**src/rtl/conv_tile_scheduler_pkg.sv**
```systemverilog
// Shared accelerator package for the convolution tile scheduler.
// Provides the dimension width, the scheduler state encoding and a small
// min helper used by the per-axis extent calculator.
package conv_tile_scheduler_pkg;

  localparam int DIM_W = 11;
  localparam int K_W   = 5;

  typedef enum logic [2:0] {
    IDLE = 3'd0,
    LW   = 3'd1,
    LIF  = 3'd2,
    SOF  = 3'd3,
    ADV  = 3'd4,
    FIN  = 3'd5
  } sched_state_t;

  function automatic logic [DIM_W-1:0] min_dim(input logic [DIM_W-1:0] a,
                                               input logic [DIM_W-1:0] b);
    return (a < b) ? a : b;
  endfunction

endpackage

```
**src/rtl/conv_tile_scheduler_extent.sv**
```systemverilog
// tile_extent_calc: combinational extent of one tile along one axis.
//   ori   - tile origin on this axis
//   limit - number of output positions on this axis
//   tile  - maximum tile extent on this axis
//   halo  - extra input rows/cols needed around the tile (K-1, or 0)
//   ext   - min(tile, limit - ori) + halo
module tile_extent_calc
  import conv_tile_scheduler_pkg::*;
(
  input  logic [DIM_W-1:0] ori,
  input  logic [DIM_W-1:0] limit,
  input  logic [DIM_W-1:0] tile,
  input  logic [DIM_W-1:0] halo,
  output logic [DIM_W-1:0] ext
);

  logic [DIM_W-1:0] remain;

  assign remain = limit - ori;
  assign ext    = min_dim(tile, remain) + halo;

endmodule

```
**src/rtl/conv_tile_scheduler.sv**
```systemverilog
// conv_tile_scheduler: walks the output tiles of one convolution layer and
// issues load-weight / load-input / store-output commands to a data loader.
//   clk, rst            - clock, synchronous active-high reset
//   start               - one-cycle pulse that begins a layer (ignored while busy)
//   I, O, H, W, K       - layer geometry (H, W are input feature-map size)
//   tile_o/h/w          - maximum output-tile extents
//   loader_done         - loader completion pulse for the current command
//   load_weight, load_input, store_output - loader commands (one at a time)
//   Iori..Wext          - current tile description
//   busy, done, err     - status; done/err are one-cycle pulses
module conv_tile_scheduler
  import conv_tile_scheduler_pkg::*;
(
  input  logic             clk,
  input  logic             rst,
  input  logic             start,
  input  logic [DIM_W-1:0] I,
  input  logic [DIM_W-1:0] O,
  input  logic [DIM_W-1:0] H,
  input  logic [DIM_W-1:0] W,
  input  logic [K_W-1:0]   K,
  input  logic [DIM_W-1:0] tile_o,
  input  logic [DIM_W-1:0] tile_h,
  input  logic [DIM_W-1:0] tile_w,
  input  logic             loader_done,
  output logic             load_weight,
  output logic             load_input,
  output logic             store_output,
  output logic [DIM_W-1:0] Iori,
  output logic [DIM_W-1:0] Iext,
  output logic [DIM_W-1:0] Oori,
  output logic [DIM_W-1:0] Oext,
  output logic [DIM_W-1:0] Hori,
  output logic [DIM_W-1:0] Wori,
  output logic [DIM_W-1:0] Hext,
  output logic [DIM_W-1:0] Wext,
  output logic             busy,
  output logic             done,
  output logic             err
);

  sched_state_t state_reg, state_next;

  // gap_reg marks the cycle right after an accepted loader_done; the new
  // command is held low for that cycle so every command starts two cycles
  // after the previous completion.
  logic gap_reg;
  logic err_reg;

  logic [DIM_W-1:0] i_reg, o_reg, h_reg, w_reg;
  logic [DIM_W-1:0] to_reg, th_reg, tw_reg;
  logic [K_W-1:0]   k_reg;

  logic [DIM_W-1:0] o_ori_reg, h_ori_reg, w_ori_reg;
  logic [DIM_W-1:0] o_ori_next, h_ori_next, w_ori_next;

  logic [DIM_W-1:0] h_out, w_out, halo;
  logic [DIM_W:0]   o_sum, h_sum, w_sum;
  logic             o_wrap, h_wrap, w_wrap, last_tile;
  logic             cfg_ok, start_ok, start_bad, cmd_active, ld_ack, in_layer;

  logic [DIM_W-1:0] ax_ori   [3];
  logic [DIM_W-1:0] ax_limit [3];
  logic [DIM_W-1:0] ax_tile  [3];
  logic [DIM_W-1:0] ax_halo  [3];
  logic [DIM_W-1:0] ax_ext   [3];

  assign cfg_ok = (O != '0) && (I != '0) && (tile_o != '0) && (tile_h != '0) &&
                  (tile_w != '0) && (K != '0) &&
                  (DIM_W'(K) <= H) && (DIM_W'(K) <= W);
  assign start_ok  = start && (state_reg == IDLE) && cfg_ok;
  assign start_bad = start && (state_reg == IDLE) && !cfg_ok;

  assign h_out = h_reg - DIM_W'(k_reg) + DIM_W'(1);
  assign w_out = w_reg - DIM_W'(k_reg) + DIM_W'(1);
  assign halo  = DIM_W'(k_reg) - DIM_W'(1);

  assign cmd_active = ((state_reg == LW) || (state_reg == LIF) || (state_reg == SOF)) && !gap_reg;
  assign ld_ack     = cmd_active && loader_done;

  // Sums are one bit wider so a large step cannot wrap past the limit.
  assign w_sum  = {1'b0, w_ori_reg} + {1'b0, tw_reg};
  assign h_sum  = {1'b0, h_ori_reg} + {1'b0, th_reg};
  assign o_sum  = {1'b0, o_ori_reg} + {1'b0, to_reg};
  assign w_wrap = w_sum >= {1'b0, w_out};
  assign h_wrap = h_sum >= {1'b0, h_out};
  assign o_wrap = o_sum >= {1'b0, o_reg};
  assign last_tile = w_wrap && h_wrap && o_wrap;

  always_comb begin
    o_ori_next = o_ori_reg;
    h_ori_next = h_ori_reg;
    w_ori_next = w_ori_reg;
    if (!w_wrap) begin
      w_ori_next = w_sum[DIM_W-1:0];
    end else begin
      w_ori_next = '0;
      if (!h_wrap) begin
        h_ori_next = h_sum[DIM_W-1:0];
      end else begin
        h_ori_next = '0;
        o_ori_next = o_sum[DIM_W-1:0];
      end
    end
  end

  always_comb begin
    state_next = state_reg;
    case (state_reg)
      IDLE: if (start_ok) state_next = LW;
      LW:   if (ld_ack) state_next = LIF;
      LIF:  if (ld_ack) state_next = SOF;
      SOF:  if (ld_ack) state_next = ADV;
      ADV: begin
        if (last_tile)             state_next = FIN;
        else if (w_wrap && h_wrap) state_next = LW;
        else                       state_next = LIF;
      end
      FIN:     state_next = IDLE;
      default: state_next = IDLE;
    endcase
  end

  always_ff @(posedge clk) begin
    if (rst) begin
      state_reg <= IDLE;
      gap_reg   <= 1'b0;
      err_reg   <= 1'b0;
      i_reg     <= '0;
      o_reg     <= '0;
      h_reg     <= '0;
      w_reg     <= '0;
      k_reg     <= '0;
      to_reg    <= '0;
      th_reg    <= '0;
      tw_reg    <= '0;
      o_ori_reg <= '0;
      h_ori_reg <= '0;
      w_ori_reg <= '0;
    end else begin
      state_reg <= state_next;
      gap_reg   <= ld_ack;
      err_reg   <= start_bad;
      if (start_ok) begin
        i_reg     <= I;
        o_reg     <= O;
        h_reg     <= H;
        w_reg     <= W;
        k_reg     <= K;
        to_reg    <= tile_o;
        th_reg    <= tile_h;
        tw_reg    <= tile_w;
        o_ori_reg <= '0;
        h_ori_reg <= '0;
        w_ori_reg <= '0;
      end else if ((state_reg == ADV) && !last_tile) begin
        o_ori_reg <= o_ori_next;
        h_ori_reg <= h_ori_next;
        w_ori_reg <= w_ori_next;
      end
    end
  end

  // Axis 0 = O (no halo), 1 = H, 2 = W.
  assign ax_ori[0]   = o_ori_reg;
  assign ax_ori[1]   = h_ori_reg;
  assign ax_ori[2]   = w_ori_reg;
  assign ax_limit[0] = o_reg;
  assign ax_limit[1] = h_out;
  assign ax_limit[2] = w_out;
  assign ax_tile[0]  = to_reg;
  assign ax_tile[1]  = th_reg;
  assign ax_tile[2]  = tw_reg;
  assign ax_halo[0]  = '0;
  assign ax_halo[1]  = halo;
  assign ax_halo[2]  = halo;

  genvar gi;
  generate
    for (gi = 0; gi < 3; gi++) begin : g_axis
      tile_extent_calc u_calc (
        .ori   (ax_ori[gi]),
        .limit (ax_limit[gi]),
        .tile  (ax_tile[gi]),
        .halo  (ax_halo[gi]),
        .ext   (ax_ext[gi])
      );
    end
  endgenerate

  assign in_layer = (state_reg != IDLE);

  // Commands drop combinationally in the completion cycle.
  assign load_weight  = (state_reg == LW)  && !gap_reg && !loader_done;
  assign load_input   = (state_reg == LIF) && !gap_reg && !loader_done;
  assign store_output = (state_reg == SOF) && !gap_reg && !loader_done;

  assign busy = in_layer;
  assign done = (state_reg == FIN) || err_reg;
  assign err  = err_reg;

  // Tile fields read as zero outside a layer.
  assign Iori = '0;
  assign Iext = in_layer ? i_reg     : '0;
  assign Oori = in_layer ? o_ori_reg : '0;
  assign Hori = in_layer ? h_ori_reg : '0;
  assign Wori = in_layer ? w_ori_reg : '0;
  assign Oext = in_layer ? ax_ext[0] : '0;
  assign Hext = in_layer ? ax_ext[1] : '0;
  assign Wext = in_layer ? ax_ext[2] : '0;

endmodule

```
**config.mk**
```make
export PLATFORM = sky130hd
export DESIGN_NAME = conv_tile_scheduler
export DESIGN_NICKNAME = d
export VERILOG_FILES = /design/src/rtl/conv_tile_scheduler_pkg.sv /design/src/rtl/conv_tile_scheduler_extent.sv /design/src/rtl/conv_tile_scheduler.sv
export SDC_FILE = /design/constraint.sdc
export NUM_CORES = 1
export LEC_CHECK = 0
export CORE_MARGIN = 4
export CORE_UTILIZATION = 36
export DETAILED_ROUTE_END_ITERATION = 8
export SLEW_MARGIN = 20
export SYNTH_ARGS = -nofsm -noshare
export SYNTH_HDL_FRONTEND = slang
export SYNTH_SLANG_ARGS = --single-unit
```
**constraint.sdc**
```tcl
create_clock -name clk -period 7.9 [get_ports clk]
set_input_delay 0.79 -clock clk [delete_from_list [all_inputs] [get_ports clk]]
set_output_delay 0.79 -clock clk [all_outputs]
set_load 0.03 [all_outputs]
```
==> impl_metrics.yaml, run 1 <==
worst_setup_path:
  critPathLaunchType: "flip-flop"
  crit_type: "flip-flop to output pin"
  max_stage_delay_ps: 530
  crit_buf_inv: 4
  r2r_start: "tw_reg[0]"
  path_max_fanout: 5
  setup.worst_path.start: "k_reg[1]"
  cp_top_family: "adder cells"
  cp_data_required_time_ps: 7110
  end_kind: "output pin"
  cpMaxStageDelayCell: "or4_1"
  critical_path_arrival_ps: 6900
routing:
  drc: 0
  routed_wl_um: 34400
  avgRoutedWirePerCell_um: 17.2
  postRouteAntennaNets: 0
  first_pass_iters: 5
  vias: 10500
  viasPerCell: 5.23
  drtIter0Drc: 499
clocking:
  cts_root_buffer: "clkbuf_16"
  cts_buffers: 17
  htreeDepth: 4
  postCtsHoldBufs: 0
  cts_buffer_depth: 2
  tritoncts: "built"
  insertion_delay_ps: 430
  cts_sinks: 120
  clkSlewWorstSetupHoldPaths_ps: 60
grt:
  antenna_found_initial: 0
  grt_max_degree: 66
  grt_usage_pct: 19.1
  grt_pass1_vias: 10300
  grt_pass1_wl_um: 54300
  grt_overflow: 0
cells_and_area:
  drive_above_1_share_pct: 9.51
  fin_nets: 1868
  layout.cells.non_filler: 2001
  area_delta_synth_final_pct: 25.8
  diodes: 0
synth:
  synth_edf_count: 0
  async_flop_share_pct: 0
  yosys_warnings: 0
  syn_area_um2: 11600
  ys_seq_area_share_pct: 20.7
  synth.ff_latch_count: 120
  ys.flop_type: "dfxtp_1"
  avgSynthCellArea_um2: 8.18
  syn-instance-count: 1415
  synth.distinct_cells: 84
place:
  dpl.hpwl_um: 27000
  numPortBuffers: 168
  place.gp.congestion: 0.905
  dpl.cell_count: 1949
timing:
  fin_setup_tns_ps: 0
  fin_skew_ps: 10.4
  fin_crit_sh_pct: 97.3
  slew_violations: 0
  hold_slack_ps: 483
  hold_violations: 0
  clock.fmax_ghz: 0.130
  max-slew-margin-rel_pct: 21.6
  worst_pin_slew_ps: 1170
  post-route-min-period_ps: 7690
  setup_viol: 0
  rsz0062_at_grt: "true"
power_and_ir_drop:
  power.internal_mw: 2.95
  pwr-share-clk_pct: 13.9
  seq_power_share_pct: 13.6
  power.share.switching_pct: 47.3
  combinationalPowerShare_pct: 72.5
  pwr_density_cell_nw_per_um2: 384
  ir_drop_mv: 0.228
  p_sw_mw: 2.65
  power_mw: 5.60
  leakagePower_nw: 6.51
die:
  fp.dieW_um: 187
  die-area_um2: 35100
  coreArea_um2: 31600
  pin_count: 180
  core.rowCount: 65
  die_h_um: 187
  start_util_pct: 36.6
hold_path:
  worstHoldStart: "o_ori_reg[8]"
  worstHoldPathType: "flip-flop to flip-flop"
outcome:
  run_status: "finished clean"
flow_run:
  max_cap_viol_count: 0
[final cells by class]
cell class,instances,area (µm²)
Fill cell,3104,17100
Multi-Input combinational cell,1133,8750
Sequential cell,120,2410
Timing Repair Buffer,197,1900
Tap cell,402,503
Clock buffer,19,443
Inverter,118,443
Clock inverter,12,129
[worst register-to-register path, delay by kind of cell (launching register included)]
family,cells,cell delay [ps]
flip-flops,1,350
AO/OA/AOI/OAI,10,2710
adder cells (fa/ha/maj),3,920
XOR/XNOR,1,160
AND/OR/NAND/NOR,3,1010
[Yosys cell counts (all sizes together), types with 3 or more instances]
cell	number	area, µm²
and2	32	201
o22ai	3	25.0
o2111ai	4	35.0
nor4	17	113
a22o	22	193
o211ai	12	90.1
o21ai	53	269
inv	118	443
ha	185	2310
a211oi	8	77.6
or4	4	30.0
or3	8	56.3
clkbuf	26	108
a2111o	3	33.8
a2111oi	5	81.3
dfxtp	120	2400
buf	28	194
o31a	3	26.3
o41ai	3	33.8
nand3	24	125
a211o	3	26.3
o31ai	4	30.0
o21bai	8	60.1
xor2	33	289
nand2b	16	100
nand2	79	297
a31oi	12	81.3
o311ai	3	26.3
and3	8	56.3
a21boi	5	37.5
nand3b	5	37.5
a21o	35	265
o21a	21	158
fa	10	200
nand4	3	18.8
nor2	197	756
mux2i	84	841
nor2b	17	106
or2	8	50.1
nor3	38	201
a31o	8	70.1
xnor2	60	526
a21oi	60	308
[power groups by stage]
stage / combinational [mW] / sequential (mW) / clock [mW]
floorplan: 2.79 / 0.732 / 0
global placement: 3.60 / 0.771 / 0
detailed placement: 3.66 / 0.773 / 0
CTS: 3.72 / 0.760 / 0.793
global route: 4.49 / 0.771 / 0.823
finish: 4.06 / 0.761 / 0.780
[worst paths after layout]
path	end	slack [ps]	depth (start not counted)
worst min-delay path	o_ori_reg[8]	480	2
worst max register to register	h_ori_reg[10]	2720	17
worst min register to register	o_ori_reg[8]	480	2
worst max-delay path	Hext[10]	210	36
[stage by stage]
stage / util (%) / cell area [µm²] / setup WS, ps
final: 46.1 / 14600 / 213
after global routing: 46.1 / 14600 / -63.0
after CTS: 44.8 / 14200 / 16.2
after detailed placement: 42.8 / 13600 / 333
after global placement: 42.8 / 13600 / 461
after floorplan: - / 11600 / 630
[cells by family after synthesis]
group	synth area share, %
other	0.0324
AO/OA/AOI/OAI	17.7
buffers and inverters	6.43
AND/OR/NAND/NOR	18.8
multiplexers	7.46
XOR/XNOR	7.03
adder cells (fa/ha/maj)	21.7
flip-flops	20.7
[repair_timing]
item,in CTS,in global routing
buffers inserted,0,20
pin swaps,0,46
setup endpoints to repair,2,11
hold endpoints to repair,0,0
resized for setup,9,66
gates cloned,1,0
[per-layer routing]
metal	global-route usage [%]	vias up	share of wire, %
met1	24.9	4913	46
met3	3.32	26	4.1
met2	33.1	208	49
met5	0	-	0
li1	-	5318	-
met4	4.15	0	1.3
[placed cells by master (no fill, tap or decap), drive strengths merged, types with 21 or more instances in the layout]
cell type	Yosys	routed
a22o	22	22
a21oi	60	60
nor3	38	38
o21ai	53	53
xnor2	60	60
and2	32	32
inv	118	118
ha	185	185
o21a	21	21
nor2	197	197
clkdlybuf4s50	0	159
xor2	33	33
nand2	79	79
nand3	24	24
a21o	35	35
dfxtp	120	120
mux2i	84	84
buf	28	38
No activity file was read; power rests on OpenSTA's default activity.
==> run 2, diff against run 1 <==
- ABC_CLOCK_PERIOD_IN_PS: default -> 7900
- PLACE_DENSITY_LB_ADDON: default -> 0.25
==> run 2 against run 1 <==
  * Utilization about the same
  * Worst hold slack about the same
  * Die area is the same
  * Routed wire length down 0.99%
  * Register-to-register slack worse by 30 ps
  * Clock power fell by 1%
  * Critical endpoint unchanged
  * Largest cell class unchanged
  * Highest routed layer unchanged
==> impl_metrics.yaml, run 2 (same netlist as run 1, synthesis figures left out) <==
outcome:
  run_status: "finished clean"
power_and_ir_drop:
  power_mw: 5.55
  leakagePower_nw: 6.48
  combinationalPowerShare_pct: 72.4
  pwr_density_cell_nw_per_um2: 381
  power.internal_mw: 2.90
  pwr-share-clk_pct: 13.9
  p_sw_mw: 2.65
  power.share.switching_pct: 47.8
  ir_drop_mv: 0.256
  seq_power_share_pct: 13.7
worst_setup_path:
  cp_data_required_time_ps: 7110
  crit_buf_inv: 4
  crit_cells: 36
  cp_top_family: "compound AO/OA/AOI/OAI gates"
  critical_path_arrival_ps: 6830
  setup.worst_path.start: "k_reg[1]"
  cpMaxStageDelayCell: "or4_1"
  critPathLaunchType: "flip-flop"
  crit_type: "flip-flop to output pin"
  r2r_slack_ps: 2690
  end_kind: "output pin"
  path_max_fanout: 6
  rr_worst_depth: 17
  r2r-end: "h_ori_reg[1]"
  critPathCapture: "Hext[10]"
  r2r_start: "tw_reg[0]"
  max_stage_delay_ps: 560
timing:
  slew_violations: 0
  hold_violations: 0
  clock.fmax_ghz: 0.131
  fin_setup_tns_ps: 0
  setup_viol: 0
  worst_pin_slew_ps: 1080
  hold_slack_ps: 483
  fin_crit_sh_pct: 96.5
  max-slew-margin-rel_pct: 27.2
  fin_skew_ps: 12.3
  post-route-min-period_ps: 7620
  layout_setup_ws_ps: 278
  rsz0062_at_grt: "true"
routing:
  drc: 0
  avgRoutedWirePerCell_um: 17.0
  routed_wl_um: 34000
  first_pass_iters: 5
  route.met2.wl_um: 16300
  met3_length_um: 1230
  drt-met1-wl_um: 15800
  top_layer: "met4"
  postRouteAntennaNets: 0
  vias: 10400
  viasPerCell: 5.20
  drtIter0Drc: 570
place:
  place_ws_ps: 222
  dpl-instance-area_um2: 13600
  dpl.hpwl_um: 26800
  numPortBuffers: 168
  dpl.cell_count: 1949
  place.gp.congestion: 0.896
clocking:
  insertion_delay_ps: 430
  cts_buffers: 17
  cts_sinks: 120
  clkSlewWorstSetupHoldPaths_ps: 60
  htreeDepth: 4
  cts_buffer_depth: 2
  postCtsHoldBufs: 0
  tritoncts: "built"
  cts_root_buffer: "clkbuf_16"
grt:
  grt_pass1_vias: 10100
  grt_overflow: 0
  grt_max_degree: 55
  grt_pass1_wl_um: 53200
  grt_usage_pct: 18.8
  antenna_found_initial: 1
cells_and_area:
  final_cell_area_um2: 14600
  fin_nets: 1861
  drive_above_1_share_pct: 9.73
  fill_cells: 3104
  multiInputGateArea_um2: 8800
  layout.cells.non_filler: 1996
  final_common_cell: "nor2_1"
  final_cell_mix: "196 x nor2_1, 170 x ha_1, 159 x clkdlybuf4s50_1"
  fin_util_pct: 46.1
  area_delta_synth_final_pct: 25.9
  area.sequential_um2: 2410
die:
  fp.dieW_um: 187
  pin_count: 180
  die_h_um: 187
  die-area_um2: 35100
  coreArea_um2: 31600
  core.rowCount: 65
  start_util_pct: 36.6
hold_path:
  worstHoldPathType: "flip-flop to flip-flop"
flow_run:
  max_cap_viol_count: 0
[run 2: changes by cell type in the layout (fill, tap and decap cells not counted), moves of 2 or more]
cell / previous run / this run
inv_1: 113 / 109
clkinv_4: 3 / 5
inv_2: 5 / 7
ha_4: 6 / 9
ha_1: 172 / 170
inv_6: 0 / 2
buf_4: 33 / 26
[run 2: power by group through the flow]
| stage | clock (mW) | combinational, mW | sequential (mW) |
|---|---|---|---|
| after floorplan | 0 | 2.79 | 0.732 |
| after global placement | 0 | 3.60 | 0.771 |
| after detailed placement | 0 | 3.64 | 0.772 |
| after CTS | 0.783 | 3.71 | 0.759 |
| after global routing | 0.814 | 4.45 | 0.771 |
| final | 0.770 | 4.02 | 0.762 |
[run 2: worst min path at each step]
| stage | startpoint | end | slack (ps) | cells past startpoint |
|---|---|---|---|---|
| floorplan | o_ori_reg[2] | o_ori_reg[2] | 450 | 2 |
| global placement | o_ori_reg[2] | o_ori_reg[2] | 460 | 2 |
| detailed placement | o_ori_reg[6] | o_ori_reg[6] | 470 | 2 |
| CTS | o_ori_reg[7] | o_ori_reg[7] | 480 | 2 |
| global route | o_ori_reg[6] | o_ori_reg[6] | 500 | 2 |
| finish | i_reg[4] | i_reg[4] | 480 | 2 |
[run 2: per-layer routing]
layer  vias up  GRT usage, %
met3        36          2.99
met4         0          5.49
met5         -             0
met2       191          31.7
li1       5286             -
met1      4861          24.7
[run 2: timing repair]
item                       4_1_cts  5_1_grt
buffers inserted                 0       13
setup endpoints to repair        2       10
cloned                           0        1
gates resized for setup         10       74
pin swaps                        1       46
[run 2: cell type report]
| type | instances | area share (%) |
|---|---|---|
| inverter | 118 | 3.06 |
| timing repair buffer | 190 | 12.7 |
| sequential | 120 | 16.6 |
| tap | 402 | 3.45 |
| clock buffer | 18 | 3.01 |
| multi-input combinational | 1133 | 60.4 |
| antenna | 1 | 0.0172 |
| clock inverter | 14 | 0.867 |
[run 2: worst min-delay path, cell delays in order, from the launching register on]
cell and delay (ps):
dfxtp_1 310, mux2i_1 60, nor2_1 70
==> run 3, diff against run 2 <==
- SETUP_SLACK_MARGIN: default -> 0.4
==> run 3 against run 2 <==
  * Combinational power up 6.2%
  * Sequential power is essentially flat
  * Worst setup slack improved by 19 ps
  * Maximum frequency grew 0.26%
==> impl_metrics.yaml, run 3 (same netlist as run 1, synthesis figures left out) <==
outcome:
  run_status: "finished clean"
clocking:
  cts_buffers: 17
  htreeDepth: 4
  insertion_delay_ps: 440
  tritoncts: "built"
  cts_sinks: 120
  cts_buffer_depth: 2
  clkSlewWorstSetupHoldPaths_ps: 60
  cts_root_buffer: "clkbuf_16"
  postCtsHoldBufs: 0
power_and_ir_drop:
  pwr_density_cell_nw_per_um2: 390
  leakagePower_nw: 6.66
  ir_drop_mv: 0.261
cells_and_area:
  fin_nets: 1887
  final_common_cell: "nor2_1"
  final_cell_mix: "196 x nor2_1, 167 x ha_1, 157 x clkdlybuf4s50_1"
  drive_above_1_share_pct: 12.2
  area_delta_synth_final_pct: 28.5
  fill_cells: 3085
worst_setup_path:
  cp_data_required_time_ps: 7110
  rr_worst_depth: 17
  crit_type: "flip-flop to output pin"
  max_stage_delay_ps: 460
  path_common_cell: "a21o_1"
  critical_path_arrival_ps: 6810
  cpMaxStageDelayCell: "or4_1"
  critPathLaunchType: "flip-flop"
  end_kind: "output pin"
  path_max_fanout: 5
grt:
  grt_usage_pct: 19.1
  grt_max_degree: 55
  grt_overflow: 0
  grt_pass1_vias: 10300
  antenna_found_initial: 1
  grt_pass1_wl_um: 54300
routing:
  viasPerCell: 5.22
  vias: 10600
  first_pass_iters: 4
  drtIter0Drc: 541
  routed_wl_um: 34700
  drc: 0
  avgRoutedWirePerCell_um: 17.2
  postRouteAntennaNets: 0
hold_path:
  hold_depth: 2
  worstHoldPathType: "flip-flop to flip-flop"
timing:
  post-route-min-period_ps: 7600
  worst_pin_slew_ps: 1080
  max-slew-margin-rel_pct: 27.6
  slew_violations: 0
  clock.fmax_ghz: 0.132
  hold_slack_ps: 483
  setup_viol: 0
  fin_skew_ps: 12.2
  rsz0062_at_grt: "true"
  fin_crit_sh_pct: 96.2
  hold_violations: 0
  fin_setup_tns_ps: 0
die:
  start_util_pct: 36.6
  fp.dieW_um: 187
  die-area_um2: 35100
  die_h_um: 187
  pin_count: 180
  core.rowCount: 65
  coreArea_um2: 31600
place:
  place.gp.congestion: 0.896
  numPortBuffers: 168
  dpl.hpwl_um: 26800
flow_run:
  max_cap_viol_count: 0
[run 3: cell count changes in the layout (fill, tap and decap cells not counted), sizes merged]
cell	delta
clkdlybuf4s50	-2
buf	+26
dlymetal6s2s	+2
[run 3: critical path, delay by kind of cell (launching register included)]
| kind | cells | cell delay (ps) |
|---|---|---|
| AOI/OAI and AO/OA | 13 | 2230 |
| adders and majority gates | 6 | 1680 |
| and+or+nand+nor | 7 | 1010 |
| xor gates and xnor gates | 4 | 670 |
| buffers and inverters | 3 | 440 |
| DFF | 1 | 350 |
[run 3: path summary, 6_finish.rpt]
| kind | startpoint | to | slack (ps) |
|---|---|---|---|
| hold / removal | i_reg[4] | i_reg[4] | 480 |
| hold reg to reg | i_reg[4] | i_reg[4] | 480 |
| setup reg to reg | tw_reg[0] | h_ori_reg[1] | 2670 |
| setup / recovery | k_reg[3] | Hext[10] | 300 |
[run 3: power breakdown]
part | switching, mW | internal, mW
Sequential | 0.0854 | 0.677
Combinational | 2.34 | 1.93
Clock | 0.328 | 0.442
Total | 2.75 | 3.05
[run 3: area by class of cell]
class | count | area (µm²) | area share [%]
multi-input combinational | 1133 | 8910 | 59.9
sequential | 120 | 2410 | 16.2
timing repair buffer | 216 | 2050 | 13.7
tap | 402 | 503 | 3.38
inverter | 118 | 443 | 2.98
clock buffer | 18 | 439 | 2.95
clock inverter | 14 | 126 | 0.849
antenna | 1 | 2.50 | 0.0168
[run 3: metal layers]
layer	vias up	global-route usage, %	part of all wire [%]	wire [µm]
met5	-	0	0	0
met4	0	5.55	2.0	698
met3	39	3.00	4.1	1420
met2	243	32.5	48	16800
met1	4926	25.1	46	15800
li1	5344	-	-	-
[run 3: per-stage QoR]
step	instance area [µm²]	cells	power [mW]	setup WS (ps)	utilization (%)
floorplan	11600	1425	3.52	630	-
global placement	13600	1949	4.37	393	42.8
detailed placement	13600	1949	4.41	222	42.8
CTS	14500	2005	5.50	314	45.8
global route	14900	2022	6.28	-52.0	47.0
finish	14900	2022	5.80	297	47.0
[run 3: what timing repair did]
| item | CTS | global route |
|---|---|---|
| cloned | 1 | 0 |
| resized for setup | 53 | 52 |
| pin swaps | 43 | 52 |
| setup buffers | 23 | 16 |
| setup endpoints to repair | 12 | 15 |
